<file path="src/rtl/issue_scoreboard.sv">
// Dual-issue in-order scoreboard: tracks loads in flight and decides which decode slots issue.
// Optional performance counters are built only when ISSUE_PERF_CNT_EN is defined.
module issue_scoreboard #(
    parameter int NREGS = 32
) (
    input  logic        clk,
    input  logic        rst,
    input  logic        id0_valid,
    input  logic        id1_valid,
    input  logic [4:0]  rs1_0_id,
    input  logic [4:0]  rs2_0_id,
    input  logic [4:0]  rd_0_id,
    input  logic [4:0]  rs1_1_id,
    input  logic [4:0]  rs2_1_id,
    input  logic [4:0]  rd_1_id,
    input  logic        use_rs1_0,
    input  logic        use_rs2_0,
    input  logic        reg_write_0,
    input  logic        is_load_0,
    input  logic        is_mem_0,
    input  logic        is_branch_0,
    input  logic        use_rs1_1,
    input  logic        use_rs2_1,
    input  logic        reg_write_1,
    input  logic        is_load_1,
    input  logic        is_mem_1,
    input  logic        is_branch_1,
    input  logic        lsu_wb_valid,
    input  logic [4:0]  lsu_wb_rd,
    input  logic        flush,
    output logic        issue0,
    output logic        issue1,
    output logic        id_stall,
    output logic        split,
    output logic [31:0] perf_stall_cnt,
    output logic [31:0] perf_dual_cnt
);

    typedef struct packed {
        logic       valid;
        logic [4:0] rs1;
        logic [4:0] rs2;
        logic [4:0] rd;
        logic       use_rs1;
        logic       use_rs2;
        logic       reg_write;
        logic       is_load;
        logic       is_mem;
    } slot_t;

    slot_t            slot0;
    slot_t            slot1;
    logic [NREGS-1:0] busy;
    logic [NREGS-1:0] busy_next;
    logic             blocked0;
    logic             blocked1;
    logic             raw_hazard;
    logic             waw_hazard;
    logic             pair_ok;
    logic             set0;
    logic             set1;
    logic             unused_ok;

    assign slot0 = '{valid: id0_valid, rs1: rs1_0_id, rs2: rs2_0_id, rd: rd_0_id,
                     use_rs1: use_rs1_0, use_rs2: use_rs2_0, reg_write: reg_write_0,
                     is_load: is_load_0, is_mem: is_mem_0};
    assign slot1 = '{valid: id1_valid, rs1: rs1_1_id, rs2: rs2_1_id, rd: rd_1_id,
                     use_rs1: use_rs1_1, use_rs2: use_rs2_1, reg_write: reg_write_1,
                     is_load: is_load_1, is_mem: is_mem_1};

    // A branch in the younger slot places no constraint on pairing.
    assign unused_ok = is_branch_1;

    function automatic logic in_range(input logic [4:0] idx);
        return (idx != 5'd0) && (int'(idx) < NREGS);
    endfunction

    function automatic logic src_blocked(input logic [NREGS-1:0] vec,
                                         input logic use_src, input logic [4:0] idx);
        return use_src && in_range(idx) && vec[idx];
    endfunction

    function automatic logic slot_blocked(input logic [NREGS-1:0] vec, input slot_t s);
        return src_blocked(vec, s.use_rs1, s.rs1) || src_blocked(vec, s.use_rs2, s.rs2);
    endfunction

    always_comb begin
        blocked0   = slot_blocked(busy, slot0);
        blocked1   = slot_blocked(busy, slot1);
        // Slot1 may not read what slot0 writes this same cycle: there is no intra-pair forward.
        raw_hazard = slot0.reg_write && (slot0.rd != 5'd0) &&
                     ((slot1.use_rs1 && (slot1.rs1 == slot0.rd)) ||
                      (slot1.use_rs2 && (slot1.rs2 == slot0.rd)));
        waw_hazard = slot0.reg_write && slot1.reg_write &&
                     (slot0.rd != 5'd0) && (slot1.rd == slot0.rd);
        pair_ok    = !blocked1 && !raw_hazard && !waw_hazard &&
                     !(slot0.is_mem && slot1.is_mem) && !is_branch_0;

        issue0   = slot0.valid && !flush && !rst && !blocked0;
        issue1   = issue0 && slot1.valid && pair_ok;
        id_stall = slot0.valid && !issue0 && !flush && !rst;
        split    = issue0 && slot1.valid && !issue1;
    end

    assign set0 = issue0 && slot0.is_load && slot0.reg_write && in_range(slot0.rd);
    assign set1 = issue1 && slot1.is_load && slot1.reg_write && in_range(slot1.rd);

    // NOTE: every variable is given a default at the top of always_comb so no path can infer a latch.
    always_comb begin
        busy_next = busy;
        if (lsu_wb_valid && in_range(lsu_wb_rd)) begin
            busy_next[lsu_wb_rd] = 1'b0;
        end
        // Applied after the writeback clear so a same-cycle re-issue of the load keeps the bit set.
        if (set0) begin
            busy_next[slot0.rd] = 1'b1;
        end
        if (set1) begin
            busy_next[slot1.rd] = 1'b1;
        end
        busy_next[0] = 1'b0;
    end

    // NOTE: sequential state uses non-blocking assignments so all flops sample pre-edge values.
    always_ff @(posedge clk) begin
        if (rst) begin
            busy <= '0;
        end else begin
            busy <= busy_next;
        end
    end

`ifdef ISSUE_PERF_CNT_EN
    logic [31:0] stall_cnt_q;
    logic [31:0] dual_cnt_q;

    always_ff @(posedge clk) begin
        if (rst) begin
            stall_cnt_q <= '0;
            dual_cnt_q  <= '0;
        end else begin
            if (id_stall) begin
                stall_cnt_q <= stall_cnt_q + 32'd1;
            end
            if (issue1) begin
                dual_cnt_q <= dual_cnt_q + 32'd1;
            end
        end
    end

    assign perf_stall_cnt = stall_cnt_q;
    assign perf_dual_cnt  = dual_cnt_q;
`else
    assign perf_stall_cnt = 32'd0;
    assign perf_dual_cnt  = 32'd0;
`endif

endmodule

</file>
<file path="config.mk">
export PLATFORM = sky130hd
export DESIGN_NAME = issue_scoreboard
export DESIGN_NICKNAME = d
export VERILOG_FILES = /design/src/rtl/issue_scoreboard.sv
export SDC_FILE = /design/constraint.sdc
export NUM_CORES = 1
export LEC_CHECK = 0
export ABC_AREA = 0
export BUFFER_PORTS_ARGS = -buffer_cell sky130_fd_sc_hd__buf_4
export CAP_MARGIN = 20
export CORE_UTILIZATION = 54
export DETAILED_ROUTE_END_ITERATION = 7
export PLACE_DENSITY = 0.89
export REMOVE_ABC_BUFFERS = 1
export SLEW_MARGIN = 20
export SYNTH_ARGS = -nofsm -noshare
export SYNTH_HDL_FRONTEND = slang
export SYNTH_SLANG_ARGS = --single-unit
</file>
<file path="constraint.sdc">
create_clock -name clk -period 3 [get_ports clk]
set_clock_uncertainty 0.1 [all_clocks]
set_input_delay 0.45 -clock clk [delete_from_list [all_inputs] [get_ports clk]]
set_output_delay 0.45 -clock clk [all_outputs]
set_load 0.01 [all_outputs]
</file>
# Word level (Yosys, flattened, before mapping)
# Cells that the tools add are included.
[word_totals] register_bits=32 latchBits=0 ram_bits=0 romBits=0 in_bits=53 output_inout_bits=68 wordCells=95 n_memories=0
[op_classes] n_addsub=0 n_mul=0 div=0 magnitude_cmp=10 eq_ne=3 shift=0 mux=17 bitwise_logic=4 reduce_logical=59
[op_table] op="$mux 32" n=3
[op_table] op="$or 32x32->32" n=2
[op_table] op="$lt 5x6->1 const B" n=7
[op_table] op="$logic_and 1x1->1" n=39
[op_table] op="$reduce_bool 5->1" n=7
[op_table] op="$and 32x32->32" n=1
[op_table] op="$not 32->32" n=1
[op_table] op="$bmux 1 s5" n=4
[op_table] op="$demux 1 s5" n=3
[op_table] op="$eq 5x5->1" n=3
[op_table] op="$ge 5x1->1 const B" n=3
[op_table] op="$logic_not 1->1" n=10
[op_table] op="$mux 1" n=7
[op_table] op="$logic_or 1x1->1" n=3

# Depth between registers and ports, before layout
[logic_depth] depth_word=14 ltp_mapped=9 depth_no_buf=6

# Worst setup path after synthesis
# Ideal clock, no wire load.
[synth_path] path_kind="input to output" from="in rs2_0_id[1]" to="out issue0" arrival_time_ns=2.281 t_required_ns=2.450 path_slack_ns=0.169 stages=7 n_path_buf=2 path_cell_list="buf_2 -> mux4_2 -> mux2_2 -> a21o_1 -> o221ai_4 -> buf_2 -> and3_1"
[synth_via] elab_chain_cells=6 word_cells_on_any_way=8 classes_between="mux (2); reduce/logical (6)"
[synth_lines] element="from (decl)" line="11" rtl="input logic [4:0] rs2_0_id,"
[synth_lines] element="$bmux 1 s5 / $reduce_bool 5->1 (equally long branches)" line="80, 75"
[synth_lines] element="$mux 1 (not written as such) / $logic_and 1x1->1 (equally long branches)" line="80" rtl="return use_src && in_range(idx) && vec[idx];"
[synth_lines] element="$logic_and 1x1->1 (*)" line="80"
[synth_lines] element="$logic_or 1x1->1 (*)" line="84" rtl="return src_blocked(vec, s.use_rs1, s.rs1) || src_blocked(vec, s.use_rs2, s.rs2);"
[synth_lines] element="$logic_not 1->1 (*)" line="99" rtl="issue0 = slot0.valid && !flush && !rst && !blocked0;"
[synth_lines] element="$logic_and 1x1->1 (*)" line="99"
[synth_lines] element="to (decl)" line="31" rtl="output logic issue0,"
# Every way passes the cells marked *; elsewhere a longest branch is shown, timed or not. The select of a mux whose other input is x is not followed.

# Final worst setup path
[layout_path] from="in rs2_0_id[1]" to="out split"
[layout_via] elab_chain_cells=10 word_cells_on_any_way=12 classes_between="mux (2); reduce/logical (10)"
[layout_lines] element="$bmux 1 s5 / $reduce_bool 5->1 (equally long branches)" line="80, 75"
[layout_lines] element="$mux 1 (not written as such) / $logic_and 1x1->1 (equally long branches)" line="80"
[layout_lines] element="$logic_and 1x1->1 (*)" line="80"
[layout_lines] element="$logic_or 1x1->1 (*)" line="84"
[layout_lines] element="$logic_not 1->1 (*)" line="99"
[layout_lines] element="$logic_and 1x1->1 (*)" line="99"
[layout_lines] element="$logic_and 1x1->1 (*)" line="100, 102"
[layout_lines] element="$logic_and 1x1->1" line="100" rtl="issue1 = issue0 && slot1.valid && pair_ok;"
[layout_lines] element="$logic_not 1->1" line="102" rtl="split = issue0 && slot1.valid && !issue1;"
[layout_lines] element="$logic_and 1x1->1 (*)" line="102"
[layout_lines] element="to (decl)" line="34" rtl="output logic split,"
# Marked as above.

==> impl_results.html <==
<table>
<tr><th>Metric</th><th>Value</th></tr>
<tr><th colspan="2">Run status</th></tr>
<tr><td>Result of the run</td><td>completed</td></tr>
<tr><th colspan="2">Drt</th></tr>
<tr><td>1st-iter DRT viols</td><td>590</td></tr>
<tr><td>Number of DRC violations after detailed routing</td><td>0</td></tr>
<tr><td>Total wire length after detailed routing</td><td>12.5 mm</td></tr>
<tr><td>Post-detailed-route via-to-cell ratio</td><td>6.62</td></tr>
<tr><td>Total iterations of the first detailed-routing run</td><td>7</td></tr>
<tr><td>DRT antenna net count</td><td>0</td></tr>
<tr><td>Detailed-routed wire length on met2</td><td>5.68 mm</td></tr>
<tr><td>Routed metal-1 wire length</td><td>4.56 mm</td></tr>
<tr><td>Max Used Layer</td><td>met4</td></tr>
<tr><td>Routed vias</td><td>4,348</td></tr>
<tr><td>Met3 wire length</td><td>1.60 mm</td></tr>
<tr><td>WL/cell</td><td>19.1 um</td></tr>
<tr><th colspan="2">Power and ir drop</th></tr>
<tr><td>Ratio of total power to cell area</td><td>250 nW/um2</td></tr>
<tr><td>LEAKAGE</td><td>1.51 nW</td></tr>
<tr><td>Sequential share of power</td><td>0.383</td></tr>
<tr><td>P_int</td><td>0.707 mW</td></tr>
<tr><td>Combinational cell fraction of total power</td><td>0.299</td></tr>
<tr><td>Net switching fraction of the power</td><td>0.345</td></tr>
<tr><td>Switching power</td><td>0.372 mW</td></tr>
<tr><td>Worst-case vdd ir drop</td><td>0.197 mV</td></tr>
<tr><td>Proportion of power drawn by the clock network</td><td>0.318</td></tr>
<tr><th colspan="2">Setup path</th></tr>
<tr><td>Crit path largest cell delay</td><td>0.52 ns</td></tr>
<tr><td>Setup crit end kind</td><td>primary output</td></tr>
<tr><td>Worst reg-to-reg path cell count</td><td>8</td></tr>
<tr><td>Largest delay contributor family on the critical path</td><td>multiplexers</td></tr>
<tr><td>Cell chain of the critical path</td><td>buf_4, mux4_2, mux2_2, a21o_1, o221ai_4, nand2_1, nor3_1, buf_4</td></tr>
<tr><td>Critical Path Fanout Max</td><td>10</td></tr>
<tr><td>Critical register-to-register path endpoint</td><td>busy[1]</td></tr>
<tr><td>Worst Setup Path Type</td><td>in -&gt; out</td></tr>
<tr><td>Most numerous cell on the critical path</td><td>sky130_fd_sc_hd__buf_4</td></tr>
<tr><td>Worst r2r src</td><td>busy[20]</td></tr>
<tr><td>Critical path buffers and inverters</td><td>2</td></tr>
<tr><td>Critical Path Slowest Stage Cell</td><td>sky130_fd_sc_hd__mux4_2</td></tr>
<tr><td>Required time at the worst-slack endpoint</td><td>2.45 ns</td></tr>
<tr><td>Worst reg2reg setup slack</td><td>0.45 ns</td></tr>
<tr><td>Nature of the critical path startpoint</td><td>primary input</td></tr>
<tr><td>Data arrival, critical path</td><td>2.38 ns</td></tr>
<tr><th colspan="2">Timing</th></tr>
<tr><td>Finish-stage setup viols</td><td>0</td></tr>
<tr><td>Actual transition at the worst max-transition pin</td><td>0.834 ns</td></tr>
<tr><td>Number of slew-limit violations in the final report</td><td>0</td></tr>
<tr><td>Worst Hold Slack</td><td>0.465 ns</td></tr>
<tr><td>Final Critical Period</td><td>2.93 ns</td></tr>
<tr><td>Setup repair after global routing missed its margin</td><td>no</td></tr>
<tr><td>Slew headroom</td><td>0.442</td></tr>
<tr><td>Final hold violations</td><td>0</td></tr>
<tr><td>Fmax</td><td>341 MHz</td></tr>
<tr><td>Share of the clock period used by the worst path after layout</td><td>0.977</td></tr>
<tr><th colspan="2">Layout</th></tr>
<tr><td>Number of flip-flops under the largest register name</td><td>31</td></tr>
<tr><td>Top Registers</td><td>busy (31)</td></tr>
<tr><td>Synthesis-to-finish area growth</td><td>6.35%</td></tr>
<tr><td>Proportion of layout cells with a drive suffix above 1</td><td>0.190</td></tr>
<tr><td>Leading cell type in the layout, fill and taps excluded</td><td>sky130_fd_sc_hd__buf_4</td></tr>
<tr><td>Finished Core Util</td><td>0.595</td></tr>
<tr><td>Number of nets in the final layout</td><td>611</td></tr>
<tr><td>FF/Latch Area</td><td>621 um2</td></tr>
<tr><td>Number of inserted diodes</td><td>0</td></tr>
<tr><td>Highest-count cells in the layout ignoring fill and taps</td><td>sky130_fd_sc_hd__buf_4, sky130_fd_sc_hd__conb_1, sky130_fd_sc_hd__nor2_1, sky130_fd_sc_hd__nand4_1, sky130_fd_sc_hd__a31oi_1</td></tr>
<tr><td>Filler cells</td><td>664</td></tr>
<tr><td>Area of the multi-input gates</td><td>2940 um2</td></tr>
<tr><td>Largest register by flop count</td><td>busy</td></tr>
<tr><th colspan="2">Clocking</th></tr>
<tr><td>Insertion delay to the later sink of the worst-skew pair</td><td>0.29 ns</td></tr>
<tr><td>Number of levels the H-tree was split into</td><td>2</td></tr>
<tr><td>Clock Sinks</td><td>31</td></tr>
<tr><td>Clock-pin slew on the worst setup and hold paths</td><td>0.07 ns</td></tr>
<tr><td>Clock tree from TritonCTS</td><td>done</td></tr>
<tr><td>Number of CTS-inserted buffers</td><td>5</td></tr>
<tr><td>CTS max path bufs</td><td>2</td></tr>
<tr><td>Clock root buffer master</td><td>sky130_fd_sc_hd__clkbuf_8</td></tr>
<tr><th colspan="2">Run</th></tr>
<tr><td>Max-capacitance violation count</td><td>0</td></tr>
<tr><th colspan="2">Yosys</th></tr>
<tr><td>Cell Area, Synth</td><td>4060 um2</td></tr>
<tr><td>Number of distinct library cells after synthesis</td><td>49</td></tr>
<tr><td>Fraction of registers with async set or reset after synthesis</td><td>0</td></tr>
<tr><td>Cell count after synthesis</td><td>533</td></tr>
<tr><td>Area share of the leading cell type in the synthesized netlist</td><td>0.153</td></tr>
<tr><td>Post-synth EDFFs</td><td>0</td></tr>
<tr><td>Ys flop type</td><td>sky130_fd_sc_hd__dfxtp_1</td></tr>
<tr><td>Library cell with the largest summed area after synthesis</td><td>sky130_fd_sc_hd__dfxtp_1</td></tr>
<tr><td>Largest cells by area after synthesis</td><td>sky130_fd_sc_hd__dfxtp_1, sky130_fd_sc_hd__buf_4, sky130_fd_sc_hd__mux4_2, sky130_fd_sc_hd__nand4_1, sky130_fd_sc_hd__a31oi_1</td></tr>
<tr><td>Part of the Yosys area used for sequential elements</td><td>0.153</td></tr>
<tr><td>Synthesis-stage register bit count</td><td>31</td></tr>
<tr><td>Synth warn</td><td>0</td></tr>
<tr><td>Mean Syn Cell Area</td><td>7.62 um2</td></tr>
<tr><th colspan="2">Floorplanning</th></tr>
<tr><td>Core region area</td><td>7250 um2</td></tr>
<tr><td># rows</td><td>31</td></tr>
<tr><td>Ports placed on the boundary</td><td>121</td></tr>
<tr><td>Die H</td><td>88.7 um</td></tr>
<tr><td>Area of the die</td><td>7870 um2</td></tr>
<tr><td>DIE WIDTH</td><td>88.7 um</td></tr>
<tr><td>Starting utilization of the core area</td><td>0.560</td></tr>
<tr><th colspan="2">Placement</th></tr>
<tr><td>Port bufs</td><td>55</td></tr>
<tr><td>Post-DP HPWL</td><td>9.01 mm</td></tr>
<tr><td>Global placer's final weighted congestion</td><td>0.948</td></tr>
<tr><th colspan="2">GRT</th></tr>
<tr><td>Via count of the first global-routing pass</td><td>3,923</td></tr>
<tr><td>Antenna violations before repair</td><td>0</td></tr>
<tr><td>Global-route wire length before repair</td><td>19.3 mm</td></tr>
<tr><td>Aggregate global-route resource usage</td><td>0.322</td></tr>
<tr><td>Residual overflow from global routing</td><td>0</td></tr>
<tr><td>Maximum number of pins on one net before global-route repair</td><td>56</td></tr>
<tr><th colspan="2">Worst hold path</th></tr>
<tr><td>Depth of the worst hold-timing path</td><td>4</td></tr>
<tr><td>Type of the most critical hold path</td><td>in -&gt; reg</td></tr>
<tr><td>Startpoint of the worst hold path</td><td>rd_1_id[2]</td></tr>
<tr><td>Worst Hold Path EP</td><td>busy[16]</td></tr>
</table>
## how the worst max path moves through the flow
stage                           start  endpoint  slack (ns)  cells after the start
final                     rs2_0_id[1]     split        0.07                      8
after global routing      rs2_0_id[1]     split        0.03                      8
after CTS                 rs2_0_id[1]     split        0.09                      8
after detailed placement  rs2_0_id[1]     split         0.1                      8
after global placement    rs2_0_id[1]     split        0.17                      8
after floorplan           rs1_0_id[0]     split       -0.45                      6
## power by group through the flow
stage	clock, mW	combinational (mW)	sequential (mW)
after floorplan	0	0.154	0.422
after global placement	0	0.301	0.422
after detailed placement	0	0.311	0.422
after CTS	0.339	0.312	0.413
after global routing	0.360	0.347	0.412
final	0.343	0.323	0.413
## through the flow
stage	power, mW	instances	setup slack, ns	TNS (ns)	cell area, um2
floorplan	0.575	485	-0.447	-1.33	3600
global placement	0.723	650	0.173	0	4220
detailed placement	0.733	650	0.0993	0	4220
CTS	1.06	657	0.0876	0	4310
global route	1.12	657	0.0284	0	4320
finish	1.08	657	0.0698	0	4320
## synth_stat cells (14+ instances only)
cell type	number
sky130_fd_sc_hd__dfxtp_1	31
sky130_fd_sc_hd__o21ai_1	28
sky130_fd_sc_hd__a21oi_1	14
sky130_fd_sc_hd__nand2b_1	21
sky130_fd_sc_hd__clkbuf_1	28
sky130_fd_sc_hd__nor3b_1	16
sky130_fd_sc_hd__nor2_1	53
sky130_fd_sc_hd__nand2_1	17
sky130_fd_sc_hd__mux4_2	22
sky130_fd_sc_hd__a31oi_1	36
sky130_fd_sc_hd__nand4_1	40
sky130_fd_sc_hd__nor3_1	18
sky130_fd_sc_hd__buf_4	68
## cells by family (layout without fill, tap and decap cells)
group,after synthesis,in the layout,share of synthesized area
AOI/OAI and AO/OA,108,108,0.171
other,1,64,0.000924
and+or+nand+nor,212,212,0.286
xor gates and xnor gates,15,15,0.0324
DFF,31,31,0.153
buffers and inverters,124,86,0.183
muxes,42,42,0.173
## final cells by class
type                       count  area share
clock inverter                 1     0.00116
sequential                    31       0.144
tap                           99      0.0287
clock buffer                   6      0.0191
timing repair buffer          66       0.115
inverter                      13      0.0113
multi-input combinational    441       0.681
## repair_timing
item,4_1_cts,5_1_grt
buffers inserted,0,0
gates resized for setup,0,2
hold buffers,0,0
endpoints found under the setup margin,0,1
## routing by layer
| layer | GRT usage | vias to the layer above |
|---|---|---|
| met5 | 0 | - |
| met4 | 0.194 | 0 |
| met3 | 0.0625 | 76 |
| met2 | 0.514 | 382 |
| met1 | 0.402 | 1976 |
| li1 | - | 1914 |
## worst reg2reg max path, stage by stage (launching register included)
cell,delay (ns)
sky130_fd_sc_hd__dfxtp_1,0.48
sky130_fd_sc_hd__mux2i_1,0.12
sky130_fd_sc_hd__or4b_2,0.62
sky130_fd_sc_hd__nand4_1,0.18
sky130_fd_sc_hd__o221ai_4,0.16
sky130_fd_sc_hd__buf_4,0.18
sky130_fd_sc_hd__buf_4,0.20
sky130_fd_sc_hd__a31oi_1,0.25
sky130_fd_sc_hd__o21ai_1,0.13
Power figures use the tool's default switching activity.
